--- src/rtl/gray_pkg.sv ---
// Shared Gray/binary helpers for the counter and its converter.
// Functions operate on WIDTH_MAX-wide vectors; narrower users zero-extend and truncate.
package gray_pkg;

    localparam int WIDTH_MAX = 32;

    function automatic logic [WIDTH_MAX-1:0] bin2gray(input logic [WIDTH_MAX-1:0] bin);
        return bin ^ (bin >> 1);
    endfunction

    // Each binary bit is the XOR of all Gray bits from the MSB down to it.
    function automatic logic [WIDTH_MAX-1:0] gray2bin(input logic [WIDTH_MAX-1:0] gray);
        logic [WIDTH_MAX-1:0] bin;
        bin[WIDTH_MAX-1] = gray[WIDTH_MAX-1];
        for (int i = WIDTH_MAX - 2; i >= 0; i--) begin
            bin[i] = bin[i+1] ^ gray[i];
        end
        return bin;
    endfunction

endpackage

--- src/rtl/gray_counter_if.sv ---
// Control/status bundle for gray_counter.
// The wrapped flag exists only when GRAY_COUNTER_WRAP_FLAG_EN is defined.
interface gray_counter_if #(
    parameter int WIDTH = 4
);
    logic             en;
    logic             up;
    logic             load;
    logic [WIDTH-1:0] load_bin;
    logic [WIDTH-1:0] gray_q;
    logic [WIDTH-1:0] bin_q;
    logic             tc;
`ifdef GRAY_COUNTER_WRAP_FLAG_EN
    logic             wrapped;

    modport master (
        output en, up, load, load_bin,
        input  gray_q, bin_q, tc, wrapped
    );

    modport slave (
        input  en, up, load, load_bin,
        output gray_q, bin_q, tc, wrapped
    );
`else
    modport master (
        output en, up, load, load_bin,
        input  gray_q, bin_q, tc
    );

    modport slave (
        input  en, up, load, load_bin,
        output gray_q, bin_q, tc
    );
`endif
endinterface

--- src/rtl/gray_bin_conv.sv ---
// Combinational binary-to-Gray converter, WIDTH-scalable up to gray_pkg::WIDTH_MAX.
module gray_bin_conv
    import gray_pkg::*;
#(
    parameter int WIDTH = 4
) (
    input  logic [WIDTH-1:0] bin,
    output logic [WIDTH-1:0] gray
);

    assign gray = WIDTH'(bin2gray(WIDTH_MAX'(bin)));

endmodule

--- src/rtl/gray_counter.sv ---
// Up/down Gray counter with registered Gray and binary outputs, sync load and terminal count.
// Optional sticky wrap flag under GRAY_COUNTER_WRAP_FLAG_EN.
module gray_counter
    import gray_pkg::*;
#(
    parameter int          WIDTH     = 4,
    parameter logic [31:0] RESET_BIN = 32'd0
) (
    input  logic          clk,
    input  logic          rst,
    gray_counter_if.slave bus
);

    localparam logic [WIDTH-1:0] RESET_VAL = RESET_BIN[WIDTH-1:0];

    logic [WIDTH-1:0] bin_r;
    logic [WIDTH-1:0] gray_r;
    logic [WIDTH-1:0] next_bin;
    logic [WIDTH-1:0] next_gray;
    logic             at_max;
    logic             at_min;
    logic             tc;

    assign at_max = &bin_r;
    assign at_min = ~|bin_r;
    assign tc     = bus.en & ((bus.up & at_max) | (~bus.up & at_min));

    // rst > load > en > hold; the reset value goes through the same path so
    // the Gray register always tracks the binary register on the same edge.
    always_comb begin
        next_bin = bin_r;
        if (rst) begin
            next_bin = RESET_VAL;
        end else if (bus.load) begin
            next_bin = bus.load_bin;
        end else if (bus.en) begin
            next_bin = bus.up ? bin_r + 1'b1 : bin_r - 1'b1;
        end
    end

    gray_bin_conv #(
        .WIDTH(WIDTH)
    ) u_conv (
        .bin (next_bin),
        .gray(next_gray)
    );

    always_ff @(posedge clk) begin
        bin_r  <= next_bin;
        gray_r <= next_gray;
    end

    assign bus.bin_q  = bin_r;
    assign bus.gray_q = gray_r;
    assign bus.tc     = tc;

`ifdef GRAY_COUNTER_WRAP_FLAG_EN
    logic wrapped_r;

    // A counting step wraps exactly when tc is high and no load/rst overrides it.
    always_ff @(posedge clk) begin
        if (rst || bus.load) begin
            wrapped_r <= 1'b0;
        end else if (tc) begin
            wrapped_r <= 1'b1;
        end
    end

    assign bus.wrapped = wrapped_r;
`endif

endmodule

--- src/flat_wrapper.sv ---
// flat-port wrapper written by rule: the top's interface ports become plain ports
module gray_counter_flat import gray_pkg::*;
#(
    parameter int          WIDTH     = 4,
    parameter logic [31:0] RESET_BIN = 32'd0
)
  (clk, rst, bus_en, bus_up, bus_load, bus_load_bin, bus_gray_q, bus_bin_q, bus_tc);
  gray_counter_if #(.WIDTH(WIDTH)) bus_i ();
  input  logic clk;
  input  logic rst;
  input wire logic [$bits(bus_i.en)-1:0] bus_en;
  input wire logic [$bits(bus_i.up)-1:0] bus_up;
  input wire logic [$bits(bus_i.load)-1:0] bus_load;
  input wire logic [$bits(bus_i.load_bin)-1:0] bus_load_bin;
  output wire logic [$bits(bus_i.gray_q)-1:0] bus_gray_q;
  output wire logic [$bits(bus_i.bin_q)-1:0] bus_bin_q;
  output wire logic [$bits(bus_i.tc)-1:0] bus_tc;
  assign bus_i.en = bus_en;
  assign bus_i.up = bus_up;
  assign bus_i.load = bus_load;
  assign bus_i.load_bin = bus_load_bin;
  assign bus_gray_q = bus_i.gray_q;
  assign bus_bin_q = bus_i.bin_q;
  assign bus_tc = bus_i.tc;
  gray_counter #(.WIDTH(WIDTH), .RESET_BIN(RESET_BIN)) u_core (.clk(clk), .rst(rst), .bus(bus_i));
endmodule
--- config.mk ---
export PLATFORM = sky130hd
export DESIGN_NAME = gray_counter_flat
export DESIGN_NICKNAME = d
export VERILOG_FILES = /design/src/rtl/gray_pkg.sv /design/src/rtl/gray_counter_if.sv /design/src/rtl/gray_bin_conv.sv /design/src/rtl/gray_counter.sv /design/src/flat_wrapper.sv
export SDC_FILE = /design/constraint.sdc
export NUM_CORES = 1
export LEC_CHECK = 0
export BUFFER_PORTS_ARGS = -buffer_cell sky130_fd_sc_hd__buf_2
export CAP_MARGIN = 0
export CORE_AREA = 2 2 39 41
export DETAILED_ROUTE_END_ITERATION = 12
export DIE_AREA = 0 0 41 43
export PLACE_DENSITY = 0.65
export SLEW_MARGIN = 20
export SYNTH_ARGS = -nofsm -noshare
export SYNTH_HDL_FRONTEND = slang
export SYNTH_SLANG_ARGS = --single-unit
--- constraint.sdc ---
create_clock -name clk -period 3 [get_ports clk]
set_input_delay 0.3 -clock clk [delete_from_list [all_inputs] [get_ports clk]]
set_output_delay 0.3 -clock clk [all_outputs]
set_load 0.02 [all_outputs]
After elaboration in Yosys (flattened, before gate mapping)
Index checks and enable logic that the tools add are counted.
{"block": "word_totals", "inputBits": 9, "output_inout_bits": 9, "word_cells": 17, "register_bits": 8}
{"block": "op_classes", "n_bitwise": 6, "n_reduce_logical": 3, "addsub": 2, "n_mux": 4}
{"op": "4-bit two-way mux", "count": 4}
{"op": "4-bit by 1-bit adder with 4-bit output (second input constant)", "count": 1}
{"op": "4-bit AND reduction", "count": 1}
{"op": "4-bit OR reduction", "count": 1}
{"op": "4-bit by 1-bit subtractor with 4-bit output (second input constant)", "count": 1}
{"op": "4-bit by 3-bit bitwise XOR with 4-bit output", "count": 1}
{"op": "1-bit AND", "count": 3}
{"op": "1-bit zero test", "count": 1}
{"op": "1-bit inverter", "count": 1}
{"op": "1-bit OR", "count": 1}

Depth between registers and ports, before layout
Gate-level depths: netlist of the first run.
{"block": "logic_depth", "ltp_word": 6, "depth_mapped": 6, "depth_no_buf": 6}

By module
From an unflattened synthesis of the first run, not the netlist that was laid out.
{"block": "hier_totals", "cells_unflattened": 47, "hier_area_um2": 435.4}
{"module": "gray_counter", "area_each_um2": 401.6, "seq_area_each_um2": 160.2, "n_inst": 1, "cells_per_inst": 43}
{"module": "gray_bin_conv", "area_each_um2": 33.8, "seq_area_each_um2": 0.0, "n_inst": 1, "cells_per_inst": 4}

Least setup slack after synthesis of the first run
OpenSTA, ideal clock, no wires.
{"block": "synth_path", "kind": "register -> register", "startpoint": "reg u_core.bin_r[0] (netlist: u_core.bus.bin_q[0])", "endpoint": "reg u_core.gray_r[2] (netlist: u_core.bus.gray_q[2])", "setup_ps": 121, "n_path_buf": 0, "stages_incl_launch_ff": 7, "period_less_slack_ps": 1961, "required_time_ps": 2879, "t_arrival_ps": 1839, "slack_ps": 1039, "path_cell_list": "dfxtp_1 > inv_1 > fa_1 > xnor2_1 > a211oi_1 > nor3_1 > mux2_4"}
{"block": "synth_between", "elab_chain_cells": 6, "elab_cells_between_ends": 7, "classes_between": "add/sub (2); mux (4); bitwise (1)"}
{"item": "from (decl)", "line": "gray_counter.sv:16", "source": "logic [WIDTH-1:0] bin_r;"}
{"item": "from (signal assigned)", "line": "gray_counter.sv:49", "source": "bin_r <= next_bin;"}
{"item": "4-bit by 1-bit subtractor with 4-bit output or 4-bit by 1-bit adder with 4-bit output (tied branches)", "line": "gray_counter.sv:37", "source": "next_bin = bus.up ? bin_r + 1'b1 : bin_r - 1'b1;"}
{"item": "4-bit two-way mux *", "line": "gray_counter.sv:37"}
{"item": "4-bit two-way mux *", "line": "gray_counter.sv:36", "source": "end else if (bus.en) begin"}
{"item": "4-bit two-way mux *", "line": "gray_counter.sv:34", "source": "end else if (bus.load) begin"}
{"item": "4-bit two-way mux *", "line": "gray_counter.sv:32", "source": "if (rst) begin"}
{"item": "via u_core.next_bin[2]", "line": "gray_counter.sv:18", "source": "logic [WIDTH-1:0] next_bin;"}
{"item": "4-bit by 3-bit bitwise XOR with 4-bit output *", "line": "gray_pkg.sv:8", "source": "return bin ^ (bin >> 1);"}
{"item": "via u_core.next_gray[2]", "line": "gray_counter.sv:19", "source": "logic [WIDTH-1:0] next_gray;"}
{"item": "to (signal assigned)", "line": "gray_counter.sv:50", "source": "gray_r <= next_gray;"}
{"item": "to (decl)", "line": "gray_counter.sv:17", "source": "logic [WIDTH-1:0] gray_r;"}
Mark *: on every way through the listed nets, which the timed path passes. The rest lies on a longest branch.

Final worst setup path of the first run
{"block": "layout_path", "startpoint": "reg u_core.bin_r[0] (netlist: u_core.bus.bin_q[0])", "endpoint": "reg u_core.gray_r[1] (netlist: u_core.bus.gray_q[1])"}
Same word-level chain as after synthesis.

==> results.json, run 1 <==
{
  "holdPathStages": 2,
  "final_cell_mix": "17 x buf_2, 7 x dfxtp_1, 5 x inv_1",
  "diodes": 0,
  "finClkSkew_ns": 0.00441,
  "nFillCells": 152,
  "cts_resized": 0,
  "final_area_um2": 599,
  "cap_violations": 0,
  "fmax_mhz": 501,
  "clk_pin_slew_ns": 0.05,
  "final-setup-viol-count": 0,
  "grtUsageTotal_pct": 12.5,
  "synth_nets": 64,
  "fin_cells": 86,
  "synth_edf_count": 0,
  "wl_met3_um": 86,
  "fin_setup_tns_ns": 0,
  "cts_tree": "done",
  "period_share_pct": 66.5,
  "rows": 14,
  "swShare_pct": 31.9,
  "start_util_pct": 35.2,
  "tightest_slew_ns": 0.353,
  "p_leak_nw": 0.303,
  "criticalPathCategory": "reg2reg",
  "numCtsBuffers": 3,
  "viasPerCell": 4.83,
  "power_frac_comb_pct": 31.4,
  "vdd_drop_max_mv": 0.296,
  "switchingPower_uw": 91.9,
  "dieArea_um2": 1760,
  "drt_first_iter_violations": 5,
  "hold_viol": 0,
  "reg2reg_from": "u_core.bus.bin_q[0]",
  "path_max_fanout": 7,
  "place.gp.congestion": 0.785,
  "yosysTopAreaCell": "dfxtp_1",
  "nets": 83,
  "die_y_um": 43,
  "route.detailed.drc": 0,
  "synth_seq_cells": 7,
  "wirelength_um": 949,
  "port_buffers": 17,
  "timing.rr.end": "u_core.bus.gray_q[1]",
  "ant_nets": 0,
  "hold_path_startpoint": "rst",
  "power_density_nw_per_um2": 481,
  "max_stage_delay_ns": 0.45,
  "synth.area.top_cells": "dfxtp_1 29%, ha_1 5.1%, fa_1 4.1%, mux2i_1 4.1%, inv_1 3.9%",
  "worstPathRequired_ns": 3.14,
  "hold_end": "u_core.bus.bin_q[3]",
  "crit_start": "u_core.bus.bin_q[0]",
  "cts_max_path_buffers": 2,
  "final_max_slew_viol_count": 0,
  "placed_cells": 82,
  "clockPowerShare_pct": 29.5,
  "synth_async_sr_flop_share_pct": 0,
  "routed-wl-met2_um": 422,
  "num_vias": 415,
  "r2r_setup_slack_ns": 1.01,
  "hpwl_um": 761,
  "top_layer": "met3",
  "slowest_stage": "fa_1",
  "syn_avg_cell_area_um2": 9.36,
  "ys.flop_type": "dfxtp_1",
  "grt_pass1_wl_mm": 1.41,
  "hold_class": "in2reg",
  "dieWidth_um": 41,
  "power.internal_uw": 196,
  "critPathLaunchType": "register",
  "htree_levels": 1,
  "rsz0062_at_grt": "false",
  "clockRootBuffer": "clkbuf_4",
  "synth.distinct_cells": 36,
  "wl_per_cell_um": 11.0,
  "syn_to_final_growth_pct": 23.1,
  "wl_met1_um": 440,
  "drive_above_1_share_pct": 38.6,
  "antenna_found_initial": 0,
  "cp.arrival_ns": 2.13,
  "synth_top_area_share_pct": 28.8,
  "postCtsHoldBufs": 0,
  "postCtsSetupBuffers": 0,
  "dpl_cell_area_um2": 573,
  "yosysWarningCount": 0,
  "gr-total-overflow": 0,
  "syn_inst": 52,
  "r2r_cells": 6,
  "mostFrequentLayoutCell": "buf_2",
  "ios": 18,
  "min_period_ns": 1.99,
  "coreArea_um2": 1380,
  "path_cells": "inv_1 > fa_1 > xnor2_1 > a211oi_1 > nor3_1 > mux2_2",
  "endpoint_kind": "register",
  "grt_max_degree": 12,
  "slew_headroom_pct": 76.3,
  "clkLatencyLatePin_ns": 0.25,
  "status": "finished clean",
  "grt_pass1_vias": 340,
  "cts_sinks": 7,
  "yosysSeqAreaShare_pct": 28.8,
  "syn_area_um2": 487,
  "power.share.sequential_pct": 39.1,
  "firstDrtPassIters": 2
}
==> area by class of cell <==
class	instances	area, um^2	share of cell area, %
tap	16	20.0	3.34
inverter	5	18.8	3.13
sequential	7	140	23.4
timing repair buffer	17	85.1	14.2
clock buffer	4	26.3	4.38
multi-input combinational	37	309	51.6
==> critical path: cells and delay by family, from the launching register on <==
kind                     cells  cell delay [ns]
adder cells (fa/ha/maj)      1             0.45
flip-flops                   1             0.43
multiplexers                 1             0.28
XOR/XNOR                     1             0.14
buffers and inverters        1             0.09
AND/OR/NAND/NOR              1             0.14
AO/OA/AOI/OAI                1             0.36
==> registers in the layout, indices dropped and copies added (netlist names) <==
name / cells
u_core.bus.gray_q: 3
u_core.bus.bin_q: 4
==> kinds of logic after synthesis <==
kind of cell	after synthesis	share of synthesized area [%]
AO/OA/AOI/OAI	10	15.4
XOR/XNOR	3	5.40
adder cells (fa/ha/maj)	3	9.25
buffers and inverters	8	7.71
flip-flops	7	28.8
multiplexers	4	9.51
AND/OR/NAND/NOR	17	23.9
==> power by group through the flow <==
stage	clock network, mW	registers (mW)	logic, mW
final	0.0849	0.113	0.0905
after global routing	0.0945	0.115	0.100
after CTS	0.0882	0.113	0.0916
after detailed placement	0	0.115	0.0914
after global placement	0	0.114	0.0911
after floorplan	0	0.128	0.0531
==> worst max-delay path by stage <==
stage	to	slack, ns	depth (start not counted)
floorplan	u_core.bus.gray_q[2]	1.04	6
global placement	u_core.bus.gray_q[2]	1.07	6
detailed placement	u_core.bus.gray_q[1]	1.04	6
CTS	u_core.bus.gray_q[1]	1.00	6
global route	u_core.bus.gray_q[2]	0.83	6
finish	u_core.bus.gray_q[1]	1.01	6
==> per-layer routing <==
metal / vias up / global-route usage [%]
met5: - / 0
met4: 0 / 4.00
met3: 0 / 8.90
met2: 15 / 16.3
met1: 180 / 16.1
li1: 220 / -
==> stage by stage <==
stage          power [mW]  setup WS (ns)  hold slack, ns  utilization [%]
6_report            0.288           1.01           0.268             43.3
3_3_place_gp        0.205           1.07           0.527             41.4
3_5_place_dp        0.206           1.04           0.524             41.4
4_1_cts             0.293           1.00           0.260             43.3
2_1_floorplan       0.181           1.04           0.369                -
5_1_grt             0.309          0.832           0.264             43.3
==> cells in the mapped netlist (all sizes together) (2+ instances only) <==
cell,n
ha,2
xnor2,2
nand3,3
mux2i,2
inv,5
nor2,2
dfxtp,7
mux2,2
buf,2
(Power assumes the default switching activity.)
==> run 2: changes to the inputs <==
--- a/config.mk
+++ b/config.mk
@@ -5,12 +5,13 @@
 export SDC_FILE = /design/constraint.sdc
 export NUM_CORES = 1
 export LEC_CHECK = 0
+export ABC_AREA = 1
 export BUFFER_PORTS_ARGS = -buffer_cell sky130_fd_sc_hd__buf_2
 export CAP_MARGIN = 0
 export CORE_AREA = 2 2 39 41
 export DETAILED_ROUTE_END_ITERATION = 12
 export DIE_AREA = 0 0 41 43
-export PLACE_DENSITY = 0.65
+export PLACE_DENSITY = 0.63
 export SLEW_MARGIN = 20
 export SYNTH_ARGS = -nofsm -noshare
 export SYNTH_HDL_FRONTEND = slang
==> constraint.sdc (replaced) <==
create_clock -name clk -period 1.9 [get_ports clk]
set_input_delay 0.19 -clock clk [delete_from_list [all_inputs] [get_ports clk]]
set_output_delay 0.19 -clock clk [all_outputs]
set_load 0.02 [all_outputs]
==> run 2 against run 1 <==
Effect of this change:
- clock skew rose by 0.0029 ns
- hold slack got worse by 0.016 ns
- combinational power rose by 57%
- worst setup slack got worse by 0.72 ns
- utilization fell by 0.99 points
- clock-buffer cell count did not move
- non-clock buffer count rose by 1
- sequential power rose by 56%
- largest power group unchanged
==> results.json, run 2 <==
{
  "synth_top_area_share_pct": 30.9,
  "r2r_setup_slack_ns": 0.29,
  "fmax_mhz": 621,
  "final_max_slew_viol_count": 0,
  "worstPathRequired_ns": 2.04,
  "slowest_stage": "fa_1",
  "power_frac_comb_pct": 31.0,
  "yosysSeqAreaShare_pct": 30.9,
  "status": "finished clean",
  "syn_area_um2": 454,
  "dpl_cell_area_um2": 559,
  "p_leak_nw": 0.345,
  "yosysTopAreaCell": "dfxtp_1",
  "synth_seq_cells": 7,
  "hold_viol": 0,
  "finClkSkew_ns": 0.00728,
  "fin_setup_tns_ns": 0,
  "min_period_ns": 1.61,
  "grtUsageTotal_pct": 12.6,
  "criticalPathCategory": "reg2reg",
  "synth.most_common_cell": "nand2_1",
  "mostFrequentLayoutCell": "buf_2",
  "syn_inst": 64,
  "cp.arrival_ns": 1.75,
  "start_util_pct": 32.8,
  "grt_pass1_vias": 398,
  "numCtsBuffers": 3,
  "postCtsSetupBuffers": 0,
  "power.internal_uw": 302,
  "ys.flop_type": "dfxtp_1",
  "ant_nets": 0,
  "endpoint_kind": "register",
  "path_max_fanout": 6,
  "rows": 14,
  "critical_path_buf_inv_count": 1,
  "yosysWarningCount": 0,
  "drive_above_1_share_pct": 30.6,
  "power_density_nw_per_um2": 783,
  "firstDrtPassIters": 4,
  "synth_edf_count": 0,
  "syn_to_final_growth_pct": 28.9,
  "clockRootBuffer": "clkbuf_4",
  "clockPowerShare_pct": 30.6,
  "coreArea_um2": 1380,
  "final_core_util_pct": 42.3,
  "final_cell_mix": "17 x buf_2, 14 x nand2_1, 12 x inv_1",
  "setup_ws_ns": 0.290,
  "largest_reg_flops": 4,
  "power.share.sequential_pct": 38.4,
  "vdd_drop_max_mv": 0.303,
  "hold_class": "in2reg",
  "cap_violations": 0,
  "switchingPower_uw": 157,
  "max_stage_delay_ns": 0.49,
  "place.gp.congestion": 0.773,
  "diodes": 0,
  "dieWidth_um": 41,
  "path_cells": "inv_1 > fa_1 > o211ai_2 > nand3_2 > xor2_1",
  "clk_pin_slew_ns": 0.06,
  "slew_headroom_pct": 85.1,
  "nets": 98,
  "critPathLaunchType": "register",
  "ios": 18,
  "cts_max_path_buffers": 2,
  "timing.rr.end": "u_core.bus.gray_q[1]",
  "synthTopCellsByCount": "14 x nand2_1, 12 x inv_1, 7 x dfxtp_1",
  "synth.distinct_cells": 19,
  "wirelength_um": 932,
  "total_power_uw": 458,
  "crit_path_end": "u_core.bus.gray_q[1]",
  "hpwl_um": 761,
  "dieArea_um2": 1760,
  "port_buffers": 17,
  "swShare_pct": 34.2,
  "drt_first_iter_violations": 2,
  "final-setup-viol-count": 0,
  "cts_sinks": 7,
  "fin_cells": 101,
  "antenna_found_initial": 0,
  "clkLatencyLatePin_ns": 0.26,
  "placed_cells": 97,
  "synth_async_sr_flop_share_pct": 0,
  "grt_max_degree": 7,
  "grt_pass1_wl_mm": 1.48,
  "place_ws_ns": 0.306,
  "route.detailed.drc": 0,
  "die_y_um": 43,
  "viasPerCell": 4.54,
  "crit_start": "u_core.bus.bin_q[0]",
  "r2r_cells": 5,
  "cts_tree": "done",
  "htree_levels": 1,
  "wl_per_cell_um": 9.23,
  "cp_num_cells": 5,
  "synth_nets": 76,
  "critPathTopFamily": "adder cells",
  "final_area_um2": 586,
  "syn_avg_cell_area_um2": 7.10,
  "period_share_pct": 84.8,
  "postCtsHoldBufs": 0,
  "tightest_slew_ns": 0.222,
  "rsz0062_at_grt": "false",
  "gr-total-overflow": 0,
  "cts_resized": 0,
  "synth.area.top_cells": "dfxtp_1 31%, nand2_1 12%, inv_1 9.9%, xor2_1 5.8%, ha_1 5.5%",
  "reg2reg_from": "u_core.bus.bin_q[0]",
  "worst_hold_slack_ns": 0.252,
  "num_vias": 459
}
[run 2: changes by cell type in the layout (fill, tap and decap cells not counted), moves of 2 or more]
cell and change:
a21oi_1 +2, inv_1 +7, inv_2 +2, mux2i_1 -2, nand2_1 +14, nand3_1 +2, nor2_1 +3, or2_1 +2
xor2_1 +2
[run 2: how the worst min path moves through the flow]
stage                     startpoint             endpoint  slack [ns]  cells after the start
after detailed placement    bus_load  u_core.bus.bin_q[0]        0.52                      3
after global placement      bus_load  u_core.bus.bin_q[0]        0.53                      3
final                       bus_load  u_core.bus.bin_q[0]        0.25                      3
after global routing             rst  u_core.bus.bin_q[1]        0.30                      4
after CTS                   bus_load  u_core.bus.bin_q[0]        0.26                      3
after floorplan             bus_load  u_core.bus.bin_q[0]        0.34                      2
[run 2: cells by family (layout without fill, tap and decap cells)]
logic type,Yosys count,after routing,share of synthesized area [%]
AOI/OAI and AO/OA,6,6,8.26
xor gates and xnor gates,4,4,7.71
adders and majority gates,3,3,9.92
DFF,7,7,30.9
buffers and inverters,15,36,13.2
and+or+nand+nor,29,29,30.0
[run 2: cell type report]
| cell class | instances | area, um^2 |
|---|---|---|
| Clock buffer | 4 | 26.3 |
| Fill cell | 152 | 798 |
| Inverter | 14 | 52.6 |
| Multi-Input combinational cell | 42 | 254 |
| Sequential cell | 7 | 140 |
| Tap cell | 16 | 20.0 |
| Timing Repair Buffer | 18 | 92.6 |
[run 2: layer usage]
| metal | share of wire, % | up-vias | wire length [um] | track usage [%] |
|---|---|---|---|---|
| met4 | 2.1 | 0 | 20 | 10.0 |
| met5 | 0 | - | 0 | 0 |
| met2 | 42 | 21 | 390 | 17.2 |
| met1 | 48 | 196 | 447 | 16.0 |
| li1 | - | 239 | - | - |
| met3 | 7.9 | 3 | 74 | 3.14 |
[run 2: power by group through the flow]
stage / logic [mW] / clock network (mW) / registers (mW)
floorplan: 0.0759 / 0 / 0.202
global placement: 0.143 / 0 / 0.179
detailed placement: 0.143 / 0 / 0.179
CTS: 0.145 / 0.140 / 0.176
global route: 0.161 / 0.148 / 0.178
finish: 0.142 / 0.140 / 0.176
[run 2: tightest hold or removal path, stage by stage]
cell	delay (ns)
buf_2	0.12
o21ai_1	0.11
inv_1	0.06
==> run 3: changes to the inputs <==
--- a/config.mk
+++ b/config.mk
@@ -5,13 +5,13 @@
 export SDC_FILE = /design/constraint.sdc
 export NUM_CORES = 1
 export LEC_CHECK = 0
-export ABC_AREA = 1
+export ABC_AREA = 0
 export BUFFER_PORTS_ARGS = -buffer_cell sky130_fd_sc_hd__buf_2
 export CAP_MARGIN = 0
 export CORE_AREA = 2 2 39 41
 export DETAILED_ROUTE_END_ITERATION = 12
 export DIE_AREA = 0 0 41 43
-export PLACE_DENSITY = 0.63
+export PLACE_DENSITY = 0.68
 export SLEW_MARGIN = 20
 export SYNTH_ARGS = -nofsm -noshare
 export SYNTH_HDL_FRONTEND = slang
==> constraint.sdc (replaced) <==
create_clock -name clk -period 1.35 [get_ports clk]
set_input_delay 0.135 -clock clk [delete_from_list [all_inputs] [get_ports clk]]
set_output_delay 0.135 -clock clk [all_outputs]
set_load 0.02 [all_outputs]
==> run 3 against run 2 <==
Effect of this change:
- the run now ends with negative setup slack left
- worst setup slack got worse by 0.65 ns
- sequential share of layout area shrank 3.9 points
- non-clock buffer count grew 11
- highest routed layer unchanged
==> results.json, run 3 (synthesis gave the netlist of run 1 again) <==
{
  "status": "finished with violations",
  "violations": "negative setup slack",
  "hold_viol": 0,
  "grtUsageTotal_pct": 17.4,
  "hpwl_um": 896,
  "r2r_cells": 5,
  "drive_above_1_share_pct": 65.9,
  "vdd_drop_max_mv": 0.520,
  "tightest_slew_ns": 0.259,
  "power_density_nw_per_um2": 959,
  "clkLatencyLatePin_ns": 0.25,
  "viasPerCell": 4.86,
  "fin_setup_tns_ns": -1.64,
  "ios": 18,
  "syn_to_final_growth_pct": 56.8,
  "num_vias": 476,
  "min_period_ns": 1.71,
  "r2r_setup_slack_ns": -0.36,
  "max_stage_delay_ns": 0.51,
  "largest_reg_flops": 4,
  "slowest_stage": "fa_2",
  "final_area_um2": 763,
  "drt_first_iter_violations": 6,
  "critPathLaunchType": "register",
  "grt_max_degree": 11,
  "nets": 95,
  "final_cell_mix": "16 x buf_2, 11 x buf_4, 3 x clkbuf_4, 3 x dfxtp_4, 3 x dfxtp_1",
  "grt_pass1_vias": 475,
  "rows": 14,
  "numCtsBuffers": 3,
  "route.detailed.drc": 0,
  "criticalPathCategory": "reg2reg",
  "wl_per_cell_um": 12.3,
  "fmax_mhz": 583,
  "p_leak_nw": 0.383,
  "crit_start": "u_core.bus.bin_q[1]",
  "htree_levels": 1,
  "place.gp.congestion": 0.723,
  "rsz0062_at_grt": "true",
  "timing.rr.end": "u_core.bus.gray_q[1]",
  "ant_nets": 0,
  "placed_cells": 91,
  "port_buffers": 17,
  "endpoint_kind": "register",
  "coreArea_um2": 1380,
  "clockRootBuffer": "clkbuf_4",
  "cap_violations": 0,
  "cp.arrival_ns": 1.86,
  "setup_ws_ns": -0.364,
  "path_cells": "inv_4 > fa_2 > mux2i_1 > o211ai_1 > mux2_2",
  "crit_path_end": "u_core.bus.gray_q[1]",
  "cts_tree": "done",
  "reg2reg_from": "u_core.bus.bin_q[1]",
  "cts_max_path_buffers": 2,
  "start_util_pct": 35.2,
  "worst_hold_slack_ns": 0.103,
  "antenna_found_initial": 0,
  "mostFrequentLayoutCell": "buf_2",
  "dieWidth_um": 41,
  "gr-total-overflow": 0,
  "hold_class": "in2reg",
  "final_core_util_pct": 55.2,
  "period_share_pct": 127,
  "final-setup-viol-count": 7,
  "clk_pin_slew_ns": 0.05,
  "cts_sinks": 7,
  "dieArea_um2": 1760,
  "firstDrtPassIters": 3,
  "path_max_fanout": 4,
  "finClkSkew_ns": 0.000442,
  "postCtsHoldBufs": 0,
  "diodes": 0,
  "slew_headroom_pct": 82.7,
  "dpl_cell_area_um2": 661,
  "wirelength_mm": 1.21,
  "grt_pass1_wl_mm": 1.97,
  "final_max_slew_viol_count": 0,
  "die_y_um": 43,
  "fin_cells": 98,
  "worstPathRequired_ns": 1.49
}
## run 3: changes by cell type in the layout (fill, tap and decap cells not counted), moves of 3 or more
cell,change
dfxtp_4,+3
buf_4,+10
nand2_1,-14
dfxtp_1,-4
nor2_1,-3
inv_1,-10
## run 3: worst min-delay path by stage
stage                                      to  start  cells past startpoint  slack, ns
after CTS                 u_core.bus.bin_q[3]    rst                      2        0.1
final                     u_core.bus.bin_q[3]    rst                      2       0.10
after global routing      u_core.bus.bin_q[3]    rst                      2       0.12
after detailed placement  u_core.bus.bin_q[3]    rst                      2       0.36
after global placement    u_core.bus.bin_q[3]    rst                      2       0.35
after floorplan           u_core.bus.bin_q[3]    rst                      1       0.19
## run 3: per-stage QoR
step                      power [mW]  setup slack (ns)
after floorplan                0.409            -0.400
after global placement         0.491            -0.346
after detailed placement       0.497            -0.384
after CTS                      0.714            -0.389
after global routing           0.780            -0.422
final                          0.732            -0.364
## run 3: cell type report
class,count,area [um^2]
Fill cell,137,621
Multi-Input combinational cell,37,358
Timing Repair Buffer,29,185
Sequential cell,7,153
Clock buffer,4,26.3
Inverter,5,21.3
Tap cell,16,20.0
## run 3: power by group
| group | internal [mW] | switching (mW) | leakage, nW |
|---|---|---|---|
| Clock | 0.113 | 0.0802 | 0.0150 |
| Sequential | 0.233 | 0.0119 | 0.0605 |
| Combinational | 0.149 | 0.145 | 0.307 |
| Total | 0.495 | 0.237 | 0.383 |
## run 3: critical path: cells and delay by family, from the launching register on
kind | cells | cell delay [ns]
flops | 1 | 0.37
fa+ha+maj | 1 | 0.51
buf+inv | 1 | 0.04
mux | 2 | 0.43
compound gates | 1 | 0.25
## run 3: what timing repair did
item,in CTS,in global routing
buffers inserted,1,3
resized for setup,9,4
endpoints found under the setup margin,7,7
pin swaps,5,4
hold endpoints to repair,0,0
## run 3: layer usage
layer  part of all wire (%)  track usage, %  wire length, um  up-vias
li1                       -               -                -      245
met1                     41            18.1              491      218
met2                     53            29.1              638       11
met3                    5.0            4.71               60        2
met4                    1.6            10.0               19        0
met5                      0               0                0        -
